<file path="src/rtl/fetch_unit.sv">
`default_nettype none
// ============================================================================
//  Module   : fetch_unit
//  Purpose  : Instruction-fetch stage with IF/ID pipeline register. Keeps the
//             PC, issues single-outstanding imem requests (req/gnt/rvalid),
//             applies decode-stage PC redirects and kills the delay slot of
//             compact branches (OFFSET_26).
//  Options  : PFU_ALIGN_CHECK_EN - adds sticky fetch_misalign output that
//             halts fetching on a misaligned redirect target.
//  Revision : 1.0 - initial release
// ============================================================================
module fetch_unit #(
    parameter int                 ADDR_W   = 32,
    parameter logic [ADDR_W-1:0]  RESET_PC = 32'h0000_3000
) (
    input  logic              clk,
    input  logic              rst_n,
    input  logic [2:0]        pcsrc,
    input  logic              pause,
    input  logic [31:0]       rs_data,
    output logic              imem_req,
    output logic [ADDR_W-1:0] imem_addr,
    input  logic              imem_gnt,
    input  logic              imem_rvalid,
    input  logic [31:0]       imem_rdata,
    output logic              id_valid,
    output logic [31:0]       id_instr,
    output logic [ADDR_W-1:0] id_pc
`ifdef PFU_ALIGN_CHECK_EN
    ,
    output logic              fetch_misalign
`endif
);

    localparam logic [2:0] c_OP_NEXT      = 3'd0;
    localparam logic [2:0] c_OP_OFFSET_16 = 3'd1;
    localparam logic [2:0] c_OP_OFFSET_26 = 3'd2;
    localparam logic [2:0] c_OP_JUMP      = 3'd3;
    localparam logic [2:0] c_OP_RS        = 3'd4;

    typedef enum logic [1:0] {
        S_IDLE = 2'd0,
        S_WAIT = 2'd1,
        S_HOLD = 2'd2
    } state_t;

    state_t            r_state;
    logic [ADDR_W-1:0] r_pc;
    logic [ADDR_W-1:0] r_inflight_pc;
    logic [ADDR_W-1:0] r_skid_pc;
    logic [31:0]       r_skid_instr;
    logic              r_req;
    logic              r_kill;
    logic              r_id_valid;
    logic [31:0]       r_id_instr;
    logic [ADDR_W-1:0] r_id_pc;

    logic              w_is_jump_op;
    logic              w_redirect;
    logic              w_kill_ds;
    logic              w_gnt;
    logic              w_req_ok;
    logic [ADDR_W-1:0] w_p4;
    logic [ADDR_W-1:0] w_target_raw;
    logic [ADDR_W-1:0] w_target;

    // Redirect target computed from the instruction currently held in ID
    always_comb begin
        w_p4         = r_id_pc + ADDR_W'(4);
        w_target_raw = w_p4;
        w_is_jump_op = 1'b1;
        case (pcsrc)
            c_OP_OFFSET_16: w_target_raw = w_p4 + {{(ADDR_W-18){r_id_instr[15]}}, r_id_instr[15:0], 2'b00};
            c_OP_OFFSET_26: w_target_raw = w_p4 + {{(ADDR_W-28){r_id_instr[25]}}, r_id_instr[25:0], 2'b00};
            c_OP_JUMP:      w_target_raw = {w_p4[ADDR_W-1:28], r_id_instr[25:0], 2'b00};
            c_OP_RS:        w_target_raw = rs_data[ADDR_W-1:0];
            default:        w_is_jump_op = 1'b0;
        endcase
        // Instruction fetches are always word aligned
        w_target = w_target_raw & ~ADDR_W'(3);
    end

    // A redirect only happens for a real instruction on an unpaused cycle
    assign w_redirect = r_id_valid && !pause && w_is_jump_op && (pcsrc != c_OP_NEXT);
    assign w_kill_ds  = w_redirect && (pcsrc == c_OP_OFFSET_26);
    assign w_gnt      = r_req && imem_gnt && (r_state == S_IDLE);

`ifdef PFU_ALIGN_CHECK_EN
    logic r_misalign;
    logic w_target_bad;

    assign w_target_bad   = |w_target_raw[1:0];
    assign fetch_misalign = r_misalign;
    // Fetching stops for good once a misaligned target is seen
    assign w_req_ok       = !r_misalign && !(w_redirect && w_target_bad);

    // Sticky misalignment flag, cleared only by reset
    always_ff @(posedge clk or negedge rst_n) begin
        if (!rst_n) begin
            r_misalign <= 1'b0;
        end else if (w_redirect && w_target_bad) begin
            r_misalign <= 1'b1;
        end
    end
`else
    assign w_req_ok = 1'b1;
`endif

    // Fetch FSM, PC, skid buffer and IF/ID register
    always_ff @(posedge clk or negedge rst_n) begin
        if (!rst_n) begin
            r_state       <= S_IDLE;
            r_pc          <= RESET_PC;
            r_inflight_pc <= RESET_PC;
            r_skid_pc     <= RESET_PC;
            r_skid_instr  <= 32'h0;
            r_req         <= 1'b0;
            r_kill        <= 1'b0;
            r_id_valid    <= 1'b0;
            r_id_instr    <= 32'h0;
            r_id_pc       <= RESET_PC;
        end else begin
            // ID consumed its instruction: bubble unless something is loaded below
            if (!pause) begin
                r_id_valid <= 1'b0;
                r_id_instr <= 32'h0;
            end
            case (r_state)
                S_IDLE: begin
                    if (w_gnt) begin
                        r_pc          <= r_pc + ADDR_W'(4);
                        r_inflight_pc <= r_pc;
                        r_state       <= S_WAIT;
                        r_req         <= 1'b0;
                        // The fetch granted alongside a compact branch is its delay slot
                        if (w_kill_ds) begin
                            r_kill <= 1'b1;
                        end
                    end else begin
                        r_req <= w_req_ok;
                    end
                end
                S_WAIT: begin
                    r_req <= 1'b0;
                    if (imem_rvalid) begin
                        if (r_kill || w_kill_ds) begin
                            r_kill  <= 1'b0;
                            r_state <= S_IDLE;
                            r_req   <= w_req_ok;
                        end else if (!pause) begin
                            r_id_valid <= 1'b1;
                            r_id_instr <= imem_rdata;
                            r_id_pc    <= r_inflight_pc;
                            r_state    <= S_IDLE;
                            r_req      <= w_req_ok;
                        end else begin
                            r_skid_instr <= imem_rdata;
                            r_skid_pc    <= r_inflight_pc;
                            r_state      <= S_HOLD;
                        end
                    end else if (w_kill_ds) begin
                        r_kill <= 1'b1;
                    end
                end
                S_HOLD: begin
                    r_req <= 1'b0;
                    if (!pause) begin
                        // A compact branch discards the parked delay slot
                        if (!w_kill_ds) begin
                            r_id_valid <= 1'b1;
                            r_id_instr <= r_skid_instr;
                            r_id_pc    <= r_skid_pc;
                        end
                        r_state <= S_IDLE;
                        r_req   <= w_req_ok;
                    end
                end
                default: begin
                    r_state <= S_IDLE;
                    r_req   <= 1'b0;
                end
            endcase
            // Redirect wins over the +4 of a same-cycle grant
            if (w_redirect) begin
                r_pc <= w_target;
            end
        end
    end

    assign imem_req  = r_req;
    assign imem_addr = r_pc;
    assign id_valid  = r_id_valid;
    assign id_instr  = r_id_instr;
    assign id_pc     = r_id_pc;

endmodule
`default_nettype wire

</file>
<file path="config.mk">
export PLATFORM = sky130hd
export DESIGN_NAME = fetch_unit
export DESIGN_NICKNAME = d
export VERILOG_FILES = /design/src/rtl/fetch_unit.sv
export SDC_FILE = /design/constraint.sdc
export NUM_CORES = 1
export LEC_CHECK = 0
export CORE_MARGIN = 2
export CORE_UTILIZATION = 55
export DETAILED_ROUTE_END_ITERATION = 6
export HOLD_SLACK_MARGIN = 0.02
export PLACE_DENSITY_LB_ADDON = 0.1
export SLEW_MARGIN = 10
export SYNTH_ARGS = -nofsm -noshare
export SYNTH_HDL_FRONTEND = slang
export SYNTH_SLANG_ARGS = --single-unit
</file>
<file path="constraint.sdc">
create_clock -name clk -period 3.8 [get_ports clk]
set_input_delay 0.76 -clock clk [delete_from_list [all_inputs] [get_ports clk]]
set_output_delay 0.76 -clock clk [all_outputs]
set_load 0.05 [all_outputs]
</file>
==> impl_summary.txt <==
----------------------------------------------------
[Critical path]
  Maximum single-stage delay on the critical path ... 0.44 ns
  Startpoint class of the critical path ... flip-flop
  Sort of element at the end of the critical path ... flip-flop
  Required time at the endpoint of the critical path ... 4.13 ns
  Ordered list of cells on the worst path ... and4_1, nand2_1, buf_4, nor2_1, nand2_1, xnor2_1, ha_1, and4_2, nand3_1, nor3b_1, or3_1, a21oi_1, xnor2_1, a222oi_1, o21ai_1
  Critical path arrival ... 3.98 ns
  Maximum net fanout on the critical path ... 6
  CP bufs+invs ... 1
  WS Path Type ... flip-flop to flip-flop
  Cell class contributing the biggest share of worst-path delay ... simple AND/OR/NAND/NOR gates
  Critical Path Slowest Stage Cell ... sky130_fd_sc_hd__or3_1

[Logic synthesis]
  Synth area leaders ... sky130_fd_sc_hd__dfrtp_1, sky130_fd_sc_hd__mux2_2, sky130_fd_sc_hd__nand2_1
  Leading register cell type out of synthesis ... sky130_fd_sc_hd__dfrtp_1
  Cells after Synth ... 1216
  Synthesis warning total ... 0
  Fraction of the yosys area taken by sequential cells ... 41.7%
  Area share of the largest cell type after synthesis ... 39.8%
  Main combinational cell family by area after synthesis ... compound AO/OA/AOI/OAI gates
  Number of distinct library cell variants in the gate-level netlist after synthesis ... 78
  Number of flops mapped to enable cells by yosys ... 0
  Fraction of registers with async set/reset ... 100%
  Cell area after synthesis ... 0.0114 sq mm
  Xor and xnor fraction of the mapped netlist area ... 6.08%
  Mean Syn Cell Area ... 9.36 sq um
  Synthesized flop and latch total ... 189
  Proportion of synthesized area in mux cells ... 8.86%
  Complex-gate fraction of the synthesized area ... 19.6%
  Leading area contributor after synthesis ... sky130_fd_sc_hd__dfrtp_1
  Simple-Gate Fraction of Synth Area ... 15.7%
  Adder and majority cell fraction of the synthesized area ... 4.47%

[Drt]
  Wire length per cell after detailed routing ... 21.1 um
  Via count normalized by instance count ... 6.11
  DRT Pass-1 Iters ... 6
  Post-route ant nets ... 0
  Vias ... 10400
  Post-Route WL ... 35.8 mm
  Count of routing violations after the opening detailed-route iteration ... 1067
  Count of unresolved DRC violations after routing ... 0

[Global routing]
  Antenna violations before repair ... 1
  Combined global-route utilization of all metal layers ... 33.6%
  Vias in the first global route ... 10100
  Global routing met1 resource utilization ... 46.5%
  Peak-usage layer in the global routing report ... met2
  GR Layer Usage met3 ... 5.25%
  Met2 track demand over resource ... 54.3%
  First-pass GRT wire length ... 56.8 mm
  Overflow left after global routing ... 0
  Maximum number of pins on one net before global-route repair ... 98

[Clocking]
  Sink Count ... 189
  H-tree levels ... 4
  Clock slew seen by the registers of the worst setup and hold paths ... 0.08 ns
  Clock Latency Late Sink ... 0.45 ns
  Post-CTS Resized ... 0
  Num CTS Buffers ... 17
  Hold buffer count at CTS ... 0
  Postcts setup bufs ... 0
  Clock Root Buffer ... sky130_fd_sc_hd__clkbuf_16
  Clock tree from TritonCTS ... done
  Maximum number of buffers from clock root to sink ... 2

[Timing]
  Highest clock frequency the design can meet ... 274 MHz
  RSZ-0062 raised after global routing ... yes
  Max Transition Viols Final ... 0
  Clock Skew ... 0.0146 ns
  Rel. slew slack ... 32.5%
  Slew @ Worst Pin ... 1.01 ns
  Minimum hold slack ... 0.397 ns
  Final hold violation count ... 0
  Number of endpoints failing setup at the final stage ... 0
  Minimum clock period ... 3.66 ns
  Fin crit share ... 96.2%

[Floorplan]
  Std cell rows ... 52
  Placeable Area ... 0.0202 sq mm
  Vertical die dimension ... 148 um
  Die ar. ... 0.0218 sq mm
  DIE WIDTH ... 148 um
  Initial core utilization ... 56.2%
  Top-Level Pins ... 170

[Finish]
  Final instance count without filler cells ... 1700
  Proportion of layout cells with a drive suffix above 1 ... 16.0%
  Final core occ ... 71.3%
  Filler instances ... 1578
  Post-route cell area ... 0.0144 sq mm
  Number of nets at the end of the flow ... 1528
  Syn-to-layout area delta ... 26.9%

[Placed design]
  Routability cong. ... 0.955
  Inst Count DP ... 1667
  Port buffer count ... 163
  Post-detail-place hpwl ... 25.7 mm
  Placed standard-cell area ... 0.0138 sq mm

[Power]
  Overall power consumption ... 11800 uW
  Total power divided by cell area ... 816 mW/mm^2
  Max rail drop VDD ... 0.000584 V
  Static Leak ... 0.00637 uW

[Status]
  Run status ... finished, final reports clean

[Job]
  Maximum capacitance violations ... 0

[Worst hold path]
  Worst min-delay path class ... input port to asynchronous set/reset pin

----------------------------------------------------
## logic make-up after synthesis
group           after synthesis
flops                       189
compound gates              324
mux                          93
other cells                   1
fa+ha+maj                    40
xor+xnor                     79
buf+inv                     102
simple gates                388
## state kept, by name, indices dropped and copies added (netlist names)
name / flops
r_inflight_pc: 30
r_kill: 1
imem_req: 1
imem_addr: 30
r_skid_instr: 32
r_state: 2
id_instr: 32
r_skid_pc: 30
id_pc: 30
id_valid: 1
## routing by layer
metal	vias to the layer above	wire length (um)
li1	4776	-
met1	5087	15200
met2	454	16900
met3	72	2570
met4	0	1120
met5	-	0
## cell usage after synthesis (17+ instances only)
| master | count |
|---|---|
| sky130_fd_sc_hd__mux2i_1 | 31 |
| sky130_fd_sc_hd__clkbuf_1 | 54 |
| sky130_fd_sc_hd__xnor2_1 | 55 |
| sky130_fd_sc_hd__nor2_1 | 83 |
| sky130_fd_sc_hd__xor2_1 | 24 |
| sky130_fd_sc_hd__o21ai_0 | 64 |
| sky130_fd_sc_hd__nand2_1 | 178 |
| sky130_fd_sc_hd__a22oi_1 | 35 |
| sky130_fd_sc_hd__mux2_2 | 62 |
| sky130_fd_sc_hd__dfrtp_1 | 181 |
| sky130_fd_sc_hd__a21o_1 | 20 |
| sky130_fd_sc_hd__a22o_1 | 33 |
| sky130_fd_sc_hd__nand4_1 | 24 |
| sky130_fd_sc_hd__a21oi_1 | 83 |
| sky130_fd_sc_hd__ha_1 | 39 |
| sky130_fd_sc_hd__nand3_1 | 33 |
| sky130_fd_sc_hd__and3_1 | 17 |
| sky130_fd_sc_hd__inv_1 | 26 |
## power by group
part / switching [uW] / internal (uW)
clock network: 905 / 944
registers: 817 / 2840
logic: 3790 / 2480
total: 5510 / 6260
## final timing paths
check / start / end / slack [ns] / cells past startpoint
worst max register to register: id_pc[5] / imem_addr[24] / 0.14 / 15
worst min register to register: r_inflight_pc[12] / r_inflight_pc[12] / 0.47 / 2
min in group clk: r_inflight_pc[12] / r_inflight_pc[12] / 0.47 / 2
worst max-delay path: id_pc[5] / imem_addr[24] / 0.14 / 15
max in group asynchronous: rst_n / imem_addr[13] / 2.57 / 2
worst min-delay path: rst_n / r_skid_pc[3] / 0.40 / 1
## layout by cell type (no fill, tap or decap), drive strengths merged, types with 7 or more instances in the layout
cell type | synthesis | layout
a22o | 33 | 33
a21o | 20 | 20
inv | 26 | 33
clkbuf | 56 | 18
a22oi | 35 | 35
ha | 39 | 39
and2 | 8 | 8
mux2 | 62 | 62
nor3 | 12 | 12
clkdlybuf4s50 | 0 | 162
nand2b | 7 | 7
dfrtp | 181 | 181
buf | 20 | 91
mux2i | 31 | 31
xnor2 | 55 | 55
dfstp | 8 | 8
o21ai | 67 | 67
xor2 | 24 | 24
a21oi | 85 | 85
nand3 | 34 | 34
a222oi | 11 | 11
nand4 | 25 | 25
a211oi | 8 | 8
nand2 | 178 | 178
nor2 | 83 | 83
and3 | 18 | 18
a31oi | 12 | 12
## metrics by stage
stage	TNS [ns]	setup WS (ns)
after global placement	-0.278	-0.0848
after detailed placement	-0.499	-0.120
after CTS	0	0.0653
final	0	0.145
after floorplan	0	0.124
after global routing	-0.0159	-0.0159
## cell type report
type / count / area, sq um / share of cell area (%)
clock inverters: 15 / 179 / 1.24
diodes: 1 / 2.50 / 0.0173
flip-flops and latches: 189 / 4740 / 32.9
repair buffers: 254 / 2340 / 16.2
multi-input cells: 928 / 6300 / 43.7
well taps: 270 / 338 / 2.34
clock buffers: 17 / 425 / 2.95
inverters: 26 / 97.6 / 0.676
(Power assumes the default switching activity.)
